$ cat src/rtl/duty_ramp_pkg.sv
// motor_pkg: duty type, duty limits, ramp FSM state names and the target clamp.
// Shared by the duty_ramp slice and the PWM-side logic.
package motor_pkg;

    typedef logic signed [13:0] duty_t;

    localparam duty_t DUTY_MAX = 14'sd8191;
    localparam duty_t DUTY_MIN = -14'sd8191;

    typedef enum logic [1:0] {
        IDLE  = 2'd0,
        RAMP  = 2'd1,
        DWELL = 2'd2
    } ramp_state_t;

    // The PWM magnitude is 13 bits, so -8192 has no representation there.
    function automatic duty_t clamp_duty(input duty_t v);
        if (v < DUTY_MIN) begin
            return DUTY_MIN;
        end
        if (v > DUTY_MAX) begin
            return DUTY_MAX;
        end
        return v;
    endfunction

endpackage

$ cat src/rtl/duty_ramp_if.sv
// duty_ramp_if: target input and ramped duty output between control logic and
// the slew limiter. master = control logic, slave = duty_ramp.
interface duty_ramp_if;
    import motor_pkg::*;

    duty_t tgt;
    logic  tgt_vld;
    duty_t duty;
    logic  wrt_duty;
    logic  at_tgt;

    modport master (
        output tgt,
        output tgt_vld,
        input  duty,
        input  wrt_duty,
        input  at_tgt
    );

    modport slave (
        input  tgt,
        input  tgt_vld,
        output duty,
        output wrt_duty,
        output at_tgt
    );

endinterface

$ cat src/rtl/duty_ramp_tick_gen.sv
// tick_gen: free-running prescaler, one-cycle tick every DIV clocks.
// Counts 0..DIV-1; tick is high while the count sits at DIV-1.
module tick_gen #(
    parameter int unsigned DIV = 8192
) (
    input  logic clk,
    input  logic rst,
    output logic tick
);

    localparam int unsigned CW = (DIV > 1) ? $clog2(DIV) : 1;

    logic [CW-1:0] cnt_q;

    assign tick = (cnt_q == CW'(DIV - 1));

    // Prescaler count, wrapping to zero on the tick cycle.
    always_ff @(posedge clk) begin
        if (rst || tick) begin
            cnt_q <= '0;
        end else begin
            cnt_q <= cnt_q + CW'(1);
        end
    end

endmodule

$ cat src/rtl/duty_ramp.sv
// duty_ramp: slew-rate limiter feeding the DC-motor PWM generator.
// Steps duty toward the captured target by at most STEP per update tick.
// Optional feature: define ZERO_DWELL_EN to hold duty at 0 for DWELL ticks
// whenever a step would flip the sign of a nonzero duty.
module duty_ramp #(
    parameter int unsigned STEP    = 64,
    parameter int unsigned UPD_DIV = 8192,
    parameter int unsigned DWELL   = 4
) (
    input  logic        clk,
    input  logic        rst,
    duty_ramp_if.slave  bus
);
    import motor_pkg::*;

    localparam logic [1:0] S_IDLE = motor_pkg::IDLE;
    localparam logic [1:0] S_RAMP = motor_pkg::RAMP;
`ifdef ZERO_DWELL_EN
    localparam logic [1:0] S_DWELL = motor_pkg::DWELL;
    localparam logic [7:0] DWELL_W = 8'(DWELL);
`endif
    localparam logic [14:0] STEP_W = 15'(STEP);
    localparam duty_t       STEP_D = duty_t'(STEP);

    logic              tick;
    logic [1:0]        state_q, state_d;
    duty_t             duty_q, duty_d;
    duty_t             tgt_q, tgt_d;
    logic              wrt_q, wrt_d;
    duty_t             step_val;
    logic signed [14:0] diff;
    logic [14:0]       diff_mag;
`ifdef ZERO_DWELL_EN
    logic [7:0]        dwell_q, dwell_d;
    logic              crosses;
`endif

    tick_gen #(
        .DIV (UPD_DIV)
    ) u_tick_gen (
        .clk  (clk),
        .rst  (rst),
        .tick (tick)
    );

    // Candidate step toward the held target, using a 15-bit difference.
    always_comb begin
        diff     = {tgt_q[13], tgt_q} - {duty_q[13], duty_q};
        diff_mag = diff[14] ? $unsigned(-diff) : $unsigned(diff);
        if (diff_mag <= STEP_W) begin
            step_val = tgt_q;
        end else if (diff[14]) begin
            step_val = duty_q - STEP_D;
        end else begin
            step_val = duty_q + STEP_D;
        end
`ifdef ZERO_DWELL_EN
        crosses = (duty_q != '0) && (step_val != '0) && (step_val[13] != duty_q[13]);
`endif
    end

    // FSM, duty update and write strobe.
    always_comb begin
        state_d = state_q;
        duty_d  = duty_q;
        wrt_d   = 1'b0;
        tgt_d   = bus.tgt_vld ? clamp_duty(bus.tgt) : tgt_q;
`ifdef ZERO_DWELL_EN
        dwell_d = dwell_q;
`endif
        case (state_q)
            S_IDLE: begin
                if (tgt_q != duty_q) begin
                    state_d = S_RAMP;
                end
            end
            S_RAMP: begin
                if (tick) begin
`ifdef ZERO_DWELL_EN
                    if (crosses) begin
                        duty_d  = '0;
                        wrt_d   = 1'b1;
                        dwell_d = DWELL_W;
                        state_d = S_DWELL;
                    end else
`endif
                    begin
                        duty_d = step_val;
                        wrt_d  = (step_val != duty_q);
                        if (step_val == tgt_q) begin
                            state_d = S_IDLE;
                        end
                    end
                end else if (tgt_q == duty_q) begin
                    state_d = S_IDLE;
                end
            end
`ifdef ZERO_DWELL_EN
            S_DWELL: begin
                if (tick) begin
                    dwell_d = dwell_q - 8'd1;
                    if (dwell_q <= 8'd1) begin
                        state_d = (tgt_q == duty_q) ? S_IDLE : S_RAMP;
                    end
                end
            end
`endif
            default: state_d = S_IDLE;
        endcase
    end

    // State registers; reset drops any ramp in progress without a strobe.
    always_ff @(posedge clk) begin
        if (rst) begin
            state_q <= S_IDLE;
            duty_q  <= '0;
            tgt_q   <= '0;
            wrt_q   <= 1'b0;
`ifdef ZERO_DWELL_EN
            dwell_q <= '0;
`endif
        end else begin
            state_q <= state_d;
            duty_q  <= duty_d;
            tgt_q   <= tgt_d;
            wrt_q   <= wrt_d;
`ifdef ZERO_DWELL_EN
            dwell_q <= dwell_d;
`endif
        end
    end

    assign bus.duty     = duty_q;
    assign bus.wrt_duty = wrt_q;
`ifdef ZERO_DWELL_EN
    assign bus.at_tgt   = (duty_q == tgt_q) && (state_q != S_DWELL);
`else
    assign bus.at_tgt   = (duty_q == tgt_q);
`endif

endmodule
$ cat src/flat_wrapper.sv
// flat-port wrapper written by rule: the top's interface ports become plain ports
module duty_ramp_flat import motor_pkg::*;
#(
    parameter int unsigned STEP    = 64,
    parameter int unsigned UPD_DIV = 8192,
    parameter int unsigned DWELL   = 4
)
  (clk, rst, bus_tgt, bus_tgt_vld, bus_duty, bus_wrt_duty, bus_at_tgt);
  duty_ramp_if bus_i ();
  input  logic clk;
  input  logic rst;
  input wire logic [$bits(bus_i.tgt)-1:0] bus_tgt;
  input wire logic [$bits(bus_i.tgt_vld)-1:0] bus_tgt_vld;
  output wire logic [$bits(bus_i.duty)-1:0] bus_duty;
  output wire logic [$bits(bus_i.wrt_duty)-1:0] bus_wrt_duty;
  output wire logic [$bits(bus_i.at_tgt)-1:0] bus_at_tgt;
  assign bus_i.tgt = bus_tgt;
  assign bus_i.tgt_vld = bus_tgt_vld;
  assign bus_duty = bus_i.duty;
  assign bus_wrt_duty = bus_i.wrt_duty;
  assign bus_at_tgt = bus_i.at_tgt;
  duty_ramp #(.STEP(STEP), .UPD_DIV(UPD_DIV), .DWELL(DWELL)) u_core (.clk(clk), .rst(rst), .bus(bus_i));
endmodule
$ cat config.mk
export PLATFORM = sky130hd
export DESIGN_NAME = duty_ramp_flat
export DESIGN_NICKNAME = d
export VERILOG_FILES = /design/src/rtl/duty_ramp_pkg.sv /design/src/rtl/duty_ramp_if.sv /design/src/rtl/duty_ramp_tick_gen.sv /design/src/rtl/duty_ramp.sv /design/src/flat_wrapper.sv
export SDC_FILE = /design/constraint.sdc
export NUM_CORES = 1
export LEC_CHECK = 0
export ABC_AREA = 1
export CAP_MARGIN = 20
export CORE_MARGIN = 2
export CORE_UTILIZATION = 65
export DETAILED_ROUTE_END_ITERATION = 8
export PLACE_DENSITY = 0.85
export SYNTH_ARGS = -nofsm -noshare
export SYNTH_HDL_FRONTEND = slang
export SYNTH_HIERARCHICAL = 1
export SYNTH_SLANG_ARGS = --single-unit
$ cat constraint.sdc
create_clock -name clk -period 8.7 [get_ports clk]
set_clock_uncertainty 0.05 [all_clocks]
set_input_delay 1.74 -clock clk [delete_from_list [all_inputs] [get_ports clk]]
set_output_delay 1.74 -clock clk [all_outputs]
set_load 0.02 [all_outputs]
==> results.ini, run 1 <==
[critical_path]
slowest_stage = clkdlybuf4s50_1
worst_r2r_endpoint = u_core/bus.wrt_duty
worstPathArrival_ns = 2.63
crit_path_start_kind = flop
crit_fanout = 6
crit_type = flop to primary output
rr_worst_depth = 27
rr_startpoint = u_core/tgt_q[0]
critical-path-max-stage-delay_ns = 0.67
rrSetupSlack_ns = 4.52
cp_cell_sequence = inv_1 > ha_1 > nand2_1 > nor2_1 > nand2_1 > nor3_1 > clkdlybuf4s50_1
cpMostUsedCell = nand2_1
worstSetupEndpointType = primary output
cp.required_ns = 6.91

[clocking]
cts_setup_buffers = 0
clk_path_buf_depth = 2
postCtsResizedCells = 0
cts_root_buf = clkbuf_8
hold_buffers = 0
cts.sinks = 43
cts_tree = built
numCtsBuffers = 5
clk_latency_ns = 0.31
htreeDepth = 2
path_clk_slew_ns = 0.09

[placement]
place_congestion = 0.891
io_buffers = 32
hpwl_mm = 8.48
dpl_cell_area_sq_um = 4580

[power]
vdd_drop_max_v = 0.0000970
power_uw = 633
leakage_uw = 0.00246
pwr-share-clk_pct = 27.0
intPower_uw = 383
seq_power_share_pct = 33.3
swShare_pct = 39.5
p_sw_uw = 250
power.density_nw_per_um2 = 135
combPwrFrac_pct = 39.7

[finish]
n_antenna_cell = 0
final_area_sq_um = 4710
drive_above_1_share_pct = 6.58
fin_nets = 800
areaGrowthSynthToFinish_pct = 10.0

[synth]
synthCells = 736
yosysWarnings = 6
syn_nets = 777
ys_ff_latch = 43
synth_seq_area_share_pct = 20.1
ys_types = 40
syn-mean-instance-area_sq_um = 5.81
synth_area_sq_um = 4280

[sta]
setup_violations = 0
rsz0062_at_grt = no
fin_tns_setup_ns = 0
fmax_ghz = 0.226
period_share_pct = 50.8
post-route-min-period_ns = 4.42
drv_slew = 0
slew_headroom_pct = 45.3
tightest_slew_ns = 0.818
finalHoldViolCount = 0
whs_ns = 0.454

[route]
wl_per_cell_microns = 13.1
drc_errors = 0
viasPerCell = 5.51
ant_nets = 0
wl_mm = 11.0
initialDrtViolationCount = 285
dr.pass1.iters = 4
vias = 4611

[hold_path]
hold_depth = 1
min_to = u_core/u_tick_gen/cnt_q[0]
hp-class = flop to flop
hp-start = u_core/u_tick_gen/cnt_q[0]

[die]
num_rows = 29
initial_core_util_pct = 67.3
die_h_microns = 85.1
fp.dieW_microns = 85.1
io_pins = 33
dieArea_sq_um = 7240
core_area_sq_um = 6350

[global_route]
grt_pass1_vias = 4266
antenna_found_initial = 0
grt_overflow_total = 0
track_usage_pct = 31.3
grt_pass1_wl_mm = 18.8
grt_max_degree = 37

[run_status]
status = finished, final reports clean

[flow_run]
drv_cap = 0

==> routing by layer <==
metal	wire [microns]	track usage, %
met5	0	0
met2	5340	55.8
met1	4920	40.6
met4	85	6.35
met3	611	3.89
==> state kept, by name, summed over array words and instances (netlist names) <==
| name | count |
|---|---|
| u_core/bus.duty | 14 |
| u_core/state_q | 1 |
| u_core/u_tick_gen/cnt_q | 13 |
| u_core/bus.wrt_duty | 1 |
| u_core/tgt_q | 14 |
==> synth_stat cells (all sizes together) <==
| master | count | share of area (%) |
|---|---|---|
| a221oi | 1 | 0.20 |
| nand2 | 234 | 22 |
| nand4 | 10 | 1.5 |
| nor4 | 3 | 0.44 |
| clkinv | 1 | 0.088 |
| fa | 2 | 0.94 |
| o31ai | 5 | 0.88 |
| dfxtp | 43 | 20 |
| xor2 | 9 | 1.8 |
| o21ai | 24 | 2.9 |
| a211oi | 8 | 1.4 |
| a21oi | 26 | 3.1 |
| buf | 9 | 1.9 |
| xnor2 | 7 | 1.4 |
| clkbuf | 7 | 0.61 |
| nand3b | 5 | 0.88 |
| inv | 129 | 11 |
| nor2 | 84 | 8.2 |
| o211ai | 4 | 0.70 |
| and2 | 1 | 0.15 |
| nor3 | 5 | 0.70 |
| nand3 | 95 | 12 |
| ha | 22 | 6.4 |
| o21bai | 2 | 0.44 |
==> cells in the final DEF (no fill, tap or decap), drive strengths merged, types with 5 or more instances in the layout <==
cell type,n
nor2,84
a21oi,26
nand3,95
o21ai,24
inv,130
ha,22
clkdlybuf4s50,32
clkbuf,6
dfxtp,43
xor2,9
nand4,10
a211oi,8
nand2,234
nor3,5
xnor2,7
o31ai,5
nand3b,5
==> per-stage QoR <==
step | setup WS [ns] | util [%] | cells
final | 4.28 | 74.1 | 837
after global routing | 4.05 | 74.1 | 837
after CTS | 4.27 | 74.1 | 837
after detailed placement | 4.64 | 72.2 | 829
after global placement | 4.65 | 72.2 | 829
after floorplan | 5.09 | - | 736
==> kinds of logic after synthesis <==
group                    after synthesis  synth area share [%]
adder cells (fa/ha/maj)               24                  7.37
buffers and inverters                146                  14.0
AO/OA/AOI/OAI                         70                  9.66
flip-flops                            43                  20.1
AND/OR/NAND/NOR                      437                  45.6
XOR/XNOR                              16                  3.28
==> critical path: cells and delay by family, from the launching register on <==
family,cells,cell delay (ns)
adder cells (fa/ha/maj),1,0.43
buffers and inverters,2,0.82
flip-flops,1,0.40
AND/OR/NAND/NOR,4,0.67
==> power by group through the flow <==
stage	Clock (uW)	Combinational, uW	Sequential [uW]
2_1_floorplan	0	199	212
3_3_place_gp	0	238	215
3_5_place_dp	0	245	215
4_1_cts	173	247	210
5_1_grt	181	284	212
6_report	171	251	211
==> worst max path at each step <==
stage / from / to / depth (start not counted)
6_report: u_core/bus.duty[5] / bus_at_tgt / 7
5_1_grt: u_core/tgt_q[0] / u_core/bus.wrt_duty / 27
4_1_cts: u_core/bus.duty[5] / bus_at_tgt / 7
3_5_place_dp: u_core/bus.duty[7] / bus_at_tgt / 7
3_3_place_gp: u_core/bus.duty[7] / bus_at_tgt / 7
2_1_floorplan: u_core/bus.duty[0] / u_core/bus.wrt_duty / 28
==> layout make-up <==
class                           instances  area [sq um]
Multi-Input combinational cell        547          2820
Inverter                              130           488
Sequential cell                        43           861
Fill cell                             568          1640
Tap cell                               77          96.3
Timing Repair Buffer                   32           320
Clock inverter                          2          38.8
Clock buffer                            6          82.6
Power figures use the tool's default switching activity.
==> inputs of run 2 (changes only) <==
- CORE_UTILIZATION: 65 -> 54
- PLACE_DENSITY: 0.85 -> 0.76
- clock period: 8.7 -> 3.55 ns (I/O delays scaled with it)
==> run 2 against run 1 <==
  * Largest cell class unchanged
  * Cell count rose by 9.9%
  * Hold slack got worse by 0.029 ns
  * Critical endpoint is now u_core/bus.wrt_duty
  * Setup slack got worse by 4.3 ns
  * Die area rose by 19%
  * The flow now finishes with violations (negative setup slack)
  * Sequential power rose by 140%
  * First-iteration DRC count fell by 17%
  * Critical path depth rose by 20
==> results.ini, run 2 (synthesis gave the netlist of run 1 again) <==
[global_route]
grt_overflow_total = 0  ; unchanged
antenna_found_initial = 0  ; unchanged
grt_pass1_wl_mm = 19.7  ; +4.6%
track_usage_pct = 27.8  ; -3.5 points
grt_pass1_vias = 4437  ; +4.0%
grt_max_degree = 24  ; -35%

[finish]
fin_nets = 859  ; +7.4%
n_antenna_cell = 0  ; unchanged
final_common_cell = nand2_1
drive_above_1_share_pct = 18.5  ; +12 points
mostFrequentLayoutCells = nand2_1 (206), inv_1 (117), nand3_1 (85)
final_util_pct = 71.0  ; -3.1 points
areaGrowthSynthToFinish_pct = 27.6

[critical_path]
crit_type = flop to flop
slowest_stage = fa_2
worstPathArrival_ns = 3.75  ; +1.12 ns
critical-path-max-stage-delay_ns = 0.39  ; -0.28 ns
cp.required_ns = 3.70  ; -3.21 ns
crit_family = simple AND/OR/NAND/NOR gates
cpMostUsedCell = nand2_2
crit_fanout = 5  ; -1
crit_buf_inv = 3  ; +1
worstSetupEndpointType = flop
crit_path_start_kind = flop

[route]
wl_mm = 12.6  ; +15%
dr.pass1.iters = 5  ; +1
initialDrtViolationCount = 237  ; -17%
vias = 4928  ; +6.9%
viasPerCell = 5.36  ; -2.8%
wl_per_cell_microns = 13.7  ; +4.7%
drc_errors = 0  ; unchanged
ant_nets = 0  ; unchanged

[power]
power_uw = 1600  ; +150%
power.density_nw_per_um2 = 293  ; +120%
leakage_uw = 0.00281  ; +14%
vdd_drop_max_v = 0.000229  ; +140%

[clocking]
clk_latency_ns = 0.30  ; about the same
htreeDepth = 2  ; unchanged
numCtsBuffers = 5  ; unchanged
path_clk_slew_ns = 0.09  ; about the same
cts.sinks = 43  ; unchanged
cts_root_buf = clkbuf_8
clk_path_buf_depth = 2  ; unchanged
cts_tree = built
hold_buffers = 0  ; unchanged

[placement]
io_buffers = 32  ; unchanged
place_congestion = 0.908  ; +1.9%
hpwl_mm = 9.37  ; +10%
dp_slack_ns = -0.149  ; -4.79 ns

[die]
dieArea_sq_um = 8650  ; +19%
core_area_sq_um = 7690  ; +21%
die_h_microns = 93.0  ; +9.3%
initial_core_util_pct = 55.6  ; -12 points
io_pins = 33  ; unchanged
num_rows = 32  ; +10%
fp.dieW_microns = 93.0  ; +9.3%

[run_status]
violations = negative setup slack
status = complete, but fails checks

[sta]
period_share_pct = 101
drv_slew = 0  ; unchanged
slew_headroom_pct = 60.3  ; +15 points
setup_violations = 2  ; +2
fmax_ghz = 0.278
layout_setup_ws_ns = -0.0445  ; -4.32 ns
tightest_slew_ns = 0.595  ; -0.223 ns
rsz0062_at_grt = yes
finalHoldViolCount = 0  ; unchanged
post-route-min-period_ns = 3.59

[hold_path]
hp-class = flop to flop

[flow_run]
drv_cap = 0  ; unchanged

==> run 2: where the power goes <==
part           switching [uW]  leakage [uW]  internal (uW)  total [uW]
clock                     183     0.0000440            135         318
sequential               18.5      0.000353            497         515
combinational             469       0.00241            299         768
total                     670       0.00281            931        1600
==> run 2: worst reg2reg max path, stage by stage, from the launching register on <==
cell and delay [ns]:
dfxtp_2 0.34, inv_2 0.08, ha_4 0.13, inv_2 0.04
fa_2 0.39, nand2_2 0.09, nand2_2 0.08, nand3_4 0.09
nand2_4 0.07, nand2_4 0.09, nand3_4 0.08, nand2_4 0.13
inv_2 0.06, fa_2 0.38, nand3b_1 0.20, and2_4 0.18
nor2_1 0.08, o21ai_1 0.09, nand2_1 0.12, xnor2_2 0.10
nand2_2 0.10, nand2_2 0.07, nand2_1 0.08, nand2_2 0.05
nor2_1 0.09, nand3_1 0.09, nor2_1 0.11, nor2_1 0.05
==> run 2: repair_timing <==
action,4_1_cts,5_1_grt
setup buffers,2,13
resized for setup,6,52
gates cloned,0,3
setup endpoints to repair,2,11
pin swaps,4,31
==> run 2: through the flow <==
step | cells | setup TNS (ns) | area (sq um) | hold WS [ns]
2_1_floorplan | 736 | 0 | 4280 | 0.380
3_3_place_gp | 895 | -0.0252 | 4960 | 0.393
3_5_place_dp | 895 | -0.262 | 4960 | 0.404
4_1_cts | 904 | 0 | 5110 | 0.425
5_1_grt | 920 | -0.567 | 5460 | 0.455
6_report | 920 | -0.0566 | 5460 | 0.425
==> run 2: final timing paths <==
path | from | endpoint | slack (ns) | cells past startpoint
worst max-delay path | u_core/tgt_q[0] | u_core/bus.wrt_duty | -0.04 | 27
worst min-delay path | u_core/u_tick_gen/cnt_q[0] | u_core/u_tick_gen/cnt_q[0] | 0.43 | 1
worst max register to register | u_core/tgt_q[0] | u_core/bus.wrt_duty | -0.04 | 27
worst min register to register | u_core/u_tick_gen/cnt_q[0] | u_core/u_tick_gen/cnt_q[0] | 0.43 | 1
==> run 2: area by class of cell <==
class / instances / area (sq um)
multi-input cells: 548 / 3050
repair buffers: 90 / 847
flip-flops and latches: 43 / 867
clock inverters: 2 / 13.8
clock buffers: 5 / 68.8
inverters: 130 / 488
fillers: 687 / 2230
well taps: 102 / 128
==> run 2: layer usage <==
layer | track usage [%] | wire [microns] | up-vias
met3 | 2.66 | 750 | 14
met5 | 0 | 0 | -
li1 | - | - | 2492
met2 | 49.3 | 6140 | 169
met1 | 36.9 | 5550 | 2253
met4 | 5.64 | 177 | 0
